===== src/rtl/regbus_arb_pkg.sv =====
// rtl/regbus_arb_pkg.sv - shared types and helpers for the RegBus round-robin arbiter
package regbus_arb_pkg;

  typedef enum logic {
    IDLE = 1'b0,
    BUSY = 1'b1
  } arb_state_e;

  // Default RegBus request/response shapes (32-bit address and data)
  typedef struct packed {
    logic [31:0] addr;
    logic        write;
    logic [31:0] wdata;
    logic [3:0]  wstrb;
    logic        valid;
  } regbus_req_t;

  typedef struct packed {
    logic [31:0] rdata;
    logic        error;
    logic        ready;
  } regbus_rsp_t;

  // Modulo-n increment of an initiator index
  function automatic int unsigned next_idx(input int unsigned idx, input int unsigned n);
    return (idx + 32'd1 >= n) ? 32'd0 : idx + 32'd1;
  endfunction

endpackage


===== src/rtl/regbus_rr_pick.sv =====
// rtl/regbus_rr_pick.sv - rotate-priority encoder: first set request at or after prio_i
module regbus_rr_pick
  import regbus_arb_pkg::*;
#(
  parameter int unsigned NumReq = 2,
  parameter int unsigned IdxW   = (NumReq > 1) ? $clog2(NumReq) : 1
) (
  input  logic [NumReq-1:0] req_i,
  input  logic [IdxW-1:0]   prio_i,
  output logic [IdxW-1:0]   gnt_idx_o,
  output logic              any_o
);

  logic [IdxW-1:0] cand;

  // Walk the requests cyclically from prio_i and keep the first hit
  always_comb begin
    gnt_idx_o = '0;
    any_o     = 1'b0;
    cand      = '0;
    for (int unsigned off = 0; off < NumReq; off++) begin
      cand = IdxW'((32'(prio_i) + off) % NumReq);
      if (!any_o && req_i[cand]) begin
        gnt_idx_o = cand;
        any_o     = 1'b1;
      end
    end
  end

endmodule


===== src/rtl/regbus_rr_arbiter.sv =====
// rtl/regbus_rr_arbiter.sv - round-robin sharing of one RegBus target between initiators
module regbus_rr_arbiter
  import regbus_arb_pkg::*;
#(
  parameter int unsigned NumReq        = 2,
  parameter int unsigned TimeoutCycles = 256,
  parameter type         reg_req_t     = regbus_arb_pkg::regbus_req_t,
  parameter type         reg_rsp_t     = regbus_arb_pkg::regbus_rsp_t,
  parameter int unsigned IdxW          = (NumReq > 1) ? $clog2(NumReq) : 1
) (
  input  logic            clk_i,
  input  logic            rst_ni,
  input  reg_req_t        reg_req_i [NumReq],
  output reg_rsp_t        reg_rsp_o [NumReq],
  output reg_req_t        reg_req_o,
  input  reg_rsp_t        reg_rsp_i,
  output logic            busy_o,
  output logic [IdxW-1:0] gnt_idx_o,
  output logic            timeout_o
);

  localparam int unsigned CntW = (TimeoutCycles > 1) ? $clog2(TimeoutCycles) : 1;

  arb_state_e      state_q, state_d;
  logic [IdxW-1:0] gnt_q, gnt_d;
  logic [IdxW-1:0] prio_q, prio_d;
  logic [CntW-1:0] cnt_q, cnt_d;

  logic [NumReq-1:0] req_valid;
  logic [IdxW-1:0]   pick_idx;
  logic              pick_any;
  logic              wd_hit;
  logic [IdxW-1:0]   prio_next;

  // Gather the valid bits for the priority encoder
  always_comb begin
    for (int unsigned i = 0; i < NumReq; i++) begin
      req_valid[i] = reg_req_i[i].valid;
    end
  end

  regbus_rr_pick #(
    .NumReq (NumReq),
    .IdxW   (IdxW)
  ) i_pick (
    .req_i     (req_valid),
    .prio_i    (prio_q),
    .gnt_idx_o (pick_idx),
    .any_o     (pick_any)
  );

  assign wd_hit    = (TimeoutCycles != 0) && (cnt_q == CntW'(TimeoutCycles - 1));
  assign prio_next = IdxW'(next_idx(32'(gnt_q), NumReq));
  assign gnt_idx_o = gnt_q;
  assign busy_o    = (state_q == BUSY);

  // State, grant, priority pointer and watchdog registers
  always_ff @(posedge clk_i or negedge rst_ni) begin
    if (!rst_ni) begin
      state_q <= IDLE;
      gnt_q   <= '0;
      prio_q  <= '0;
      cnt_q   <= '0;
    end else begin
      state_q <= state_d;
      gnt_q   <= gnt_d;
      prio_q  <= prio_d;
      cnt_q   <= cnt_d;
    end
  end

  // Next-state logic plus request mux and response demux
  always_comb begin
    state_d   = state_q;
    gnt_d     = gnt_q;
    prio_d    = prio_q;
    cnt_d     = cnt_q;
    reg_req_o = '0;
    timeout_o = 1'b0;
    for (int unsigned i = 0; i < NumReq; i++) begin
      reg_rsp_o[i] = '0;
    end

    case (state_q)
      IDLE: begin
        // Stale target responses here are deliberately ignored
        if (pick_any) begin
          gnt_d   = pick_idx;
          cnt_d   = '0;
          state_d = BUSY;
        end
      end
      BUSY: begin
        cnt_d     = cnt_q + CntW'(1);
        reg_req_o = reg_req_i[gnt_q];
        if (!reg_req_i[gnt_q].valid) begin
          // Initiator withdrew its request: drop the transaction without answering
          state_d = IDLE;
          prio_d  = prio_next;
        end else begin
          reg_rsp_o[gnt_q] = reg_rsp_i;
          if (reg_rsp_i.ready) begin
            state_d = IDLE;
            prio_d  = prio_next;
          end else if (wd_hit) begin
            reg_rsp_o[gnt_q]       = '0;
            reg_rsp_o[gnt_q].error = 1'b1;
            reg_rsp_o[gnt_q].ready = 1'b1;
            timeout_o              = 1'b1;
            state_d                = IDLE;
            prio_d                 = prio_next;
          end
        end
      end
      default: state_d = IDLE;
    endcase
  end

endmodule


===== config.mk =====
export PLATFORM = sky130hd
export DESIGN_NAME = regbus_rr_arbiter
export DESIGN_NICKNAME = d
export VERILOG_FILES = /design/src/rtl/regbus_arb_pkg.sv /design/src/rtl/regbus_rr_pick.sv /design/src/rtl/regbus_rr_arbiter.sv
export SDC_FILE = /design/constraint.sdc
export NUM_CORES = 1
export LEC_CHECK = 0
export CAP_MARGIN = 10
export CORE_AREA = 2 2 122 124
export DETAILED_ROUTE_END_ITERATION = 6
export DIE_AREA = 0 0 124 126
export GPL_ROUTABILITY_DRIVEN = 1
export HOLD_SLACK_MARGIN = 0.1
export PLACE_DENSITY_LB_ADDON = 0.15
export RECOVER_POWER = 25
export SLEW_MARGIN = 0
export SYNTH_ARGS = -nofsm -noshare
export SYNTH_HDL_FRONTEND = slang
export SYNTH_SLANG_ARGS = --single-unit

===== constraint.sdc =====
create_clock -name clk_i -period 2.1 [get_ports clk_i]
set_clock_uncertainty 0.15 [all_clocks]
set_input_delay 0.63 -clock clk_i [delete_from_list [all_inputs] [get_ports clk_i]]
set_output_delay 0.63 -clock clk_i [all_outputs]
set_load 0.1 [all_outputs]

==> results.md <==
- Mux cell area share after synthesis: 0.338
- # DRC: 0
- Initial drt markers: 86
- Compound-Gate Fraction of Synth Area: 0.0620
- Outcome: complete, but fails checks
- Global-route wire length before repair: 23.9 mm
- Violated checks: setup timing
- IO Count: around 320
- Hold crit path type: register to register
- Post-route setup slack: -0.519 ns
- Crit path launch type: register
- Minimum clock period: about 2.6 ns
- DP Worst Slack: -0.721 ns
- Fillcell total: ~1100
- Detailed Route WL: 16.0 mm
- Initial core utilization: 0.151
- # nets final: 839
- Mapped Avg Cell Area: 7.37 um2
- Post-route cell area: ~9000 um2
- Crit-path max FO: 8
- Final core occ: 0.636
- Placed cell count: 814
- Vias/cell: between 4 and 5
- XOR/XNOR Fraction of Synth Area: 0.00406
- Layout cell share with drive strength beyond 1: 0.664
- Top cell type's share of synthesized area: 0.338
- Post-synthesis sequential area ratio: 0.127
- Worst Path Arrival: 1.84 ns
- Rel. slew slack: 0.655
- Measured slew at the worst slew-check pin: 0.516 ns
- Leakage: 3.55 nW
- Synth top cells by count: nor2_1 (75), mux2i_1 (73), and2_1 (65)
- Most area-consuming cells after synthesis: mux2i_1 (34%), and2_1 (19%), nor2_1 (13%)
- Async S/R FF share, synth: 1.00
- Primary FF master, synth: dfrtp_1
- Initial antenna violation count: 0
- DP Wirelength: 12.4 mm
- Die area: roughly 16000 um2
- Final-report setup violation count: 139
- Antenna Cells: 0
- Sink Count: 11
- Cell Pwr Density: 1370 nW/um2
- Fin crit share: 1.25
- Most frequent cell after synthesis: nor2_1
- Simple-gate share of the synthesized area: 0.378
- RSZ-0062 raised after global routing: true
- Total design power: approximately 12 mW
- Number of enable flip-flop cells after synthesis: 0
- Synth Cell Area: 2160 um2
- FP Rows: 44
- Crit Path Category: register to primary output
- IO buf count: between 300 and 400
- Placed cell areas: 7960 um2
- Die X: approximately 120 um
- Ys Warns: 0
- Die height: 126 um
- CTS buffer count: 3
- Synth unique cells: 25
- WL/cell: 18.9 um
- H-tree depth: 1
- DRT Pass-1 Iters: 4
- Reg-to-Reg Start: cnt_q[1]
- Yosys reg bits: 11
- Final antenna-violating net count: 0
- Critical path origin: cnt_q[0]
- Area leader, netlist: mux2i_1
- Routed via count: 3661
- Pin count of the biggest net entering global routing: 14
- Largest family of logic cells by synthesized area: simple AND/OR/NAND/NOR gates
- Post-Layout Cell Count: 845
- Fin Setup TNS: -55.13 ns
- Clock root cell: clkbuf_16
- Syn nets: 470
- Core region area: around 14000 um2
- Fin. Hold Viols: 0
- Hold WS: between 0.3 and 0.4 ns
- Gpl congestion: 0.891
- CTS Buffer Depth: 2
- # hold bufs at CTS: 0
- CTS tree: yes
- Max Cap Viol: 0
- Cells after synthesis: 293
- F_max: 382 MHz
- Clock Pin Slew Worst Setup and Hold Paths: about 0.04 ns
- Final slew viol count: 0
- GRT Overall Usage: 0.201
- Critical Path RT: 1.32 ns
- GRT overflow: 0
- Hold path start: prio_q
- Clock Latency Late Sink: roughly 0.24 ns
- Layout area overhead: 322%
- Vias in the first global route: between 3000 and 4000
- Peak VDD IR: 0.000769 V
- Setup crit end kind: primary output
- Adder-Cell Fraction of Synth Area: 0.00579
==> power by group <==
part,switching [mW],total [mW],internal [mW]
Combinational,6.79,11.8,4.99
Sequential,0.0432,0.316,0.273
Clock,0.0985,0.354,0.255
Total,6.93,12.4,5.52
==> critical path: stages, from the launching register on <==
cell     delay [ns]
dfrtp_1        0.38
ha_2           0.20
and3_4         0.17
a31oi_4        0.16
buf_12         0.15
buf_12         0.11
buf_16         0.11
and2_4         0.14
buf_12         0.16
==> what timing repair did <==
action                                  in CTS  in global routing
resized for setup                          139                  9
endpoints found under the setup margin     139                139
cloned                                      16                  0
buffers inserted                            18                  3
pin swaps                                   58                 10
==> area by class of cell <==
| cell class | count | area (um2) | share of cell area |
|---|---|---|---|
| clock buffer | 4 | 78.8 | 0.00866 |
| inverter | 2 | 12.5 | 0.00137 |
| multi-input combinational | 255 | 2850 | 0.313 |
| sequential | 11 | 283 | 0.0311 |
| tap | 184 | 230 | 0.0253 |
| timing repair buffer | 389 | 5650 | 0.620 |
==> layout by cell type, fill, tap and decap left out, types with 2 or more instances in the layout <==
master and count:
clkbuf_16 3, nor2_4 73, clkdlybuf4s50_1 171, nand4_1 2
o21ai_0 4, buf_4 35, buf_8 2, mux2i_2 53
mux2i_4 16, buf_12 157, buf_6 5, dfrtp_1 9
dfrtp_4 2, and2_4 64, buf_2 2, buf_16 15
a31oi_4 3, mux2i_1 4, nand3_1 4, nand2_1 10
a211o_1 2
==> layer usage <==
| metal | global-route usage | routed length, um | up-vias |
|---|---|---|---|
| li1 | - | - | 1740 |
| met1 | 0.216 | 5280 | 1692 |
| met3 | 0.0367 | 1290 | 25 |
| met2 | 0.389 | 8960 | 204 |
| met4 | 0.0615 | 428 | 0 |
| met5 | 0 | 0 | - |
==> cells by family after synthesis <==
| group | count (synthesis) |
|---|---|
| XOR/XNOR | 1 |
| adder cells (fa/ha/maj) | 1 |
| AO/OA/AOI/OAI | 16 |
| multiplexers | 73 |
| flip-flops | 11 |
| buffers and inverters | 27 |
| AND/OR/NAND/NOR | 164 |
==> sequential cells by signal, indices dropped and copies added (netlist names) <==
name and flops:
cnt_q 8, busy_o 1, gnt_idx_o 1, prio_q 1
==> path summary, 6_finish.rpt <==
| kind | cells past startpoint | endpoint | slack (ns) |
|---|---|---|---|
| max | 8 | reg_rsp_o[2] | -0.52 |
| min | 2 | prio_q | 0.39 |
| max reg2reg | 7 | prio_q | 0.37 |
| min reg2reg | 2 | prio_q | 0.39 |
| max in group asynchronous | 1 | gnt_idx_o | 0.76 |
| min in group asynchronous | 1 | cnt_q[6] | 0.65 |
Note: power is estimated with default switching activity, not from simulation.
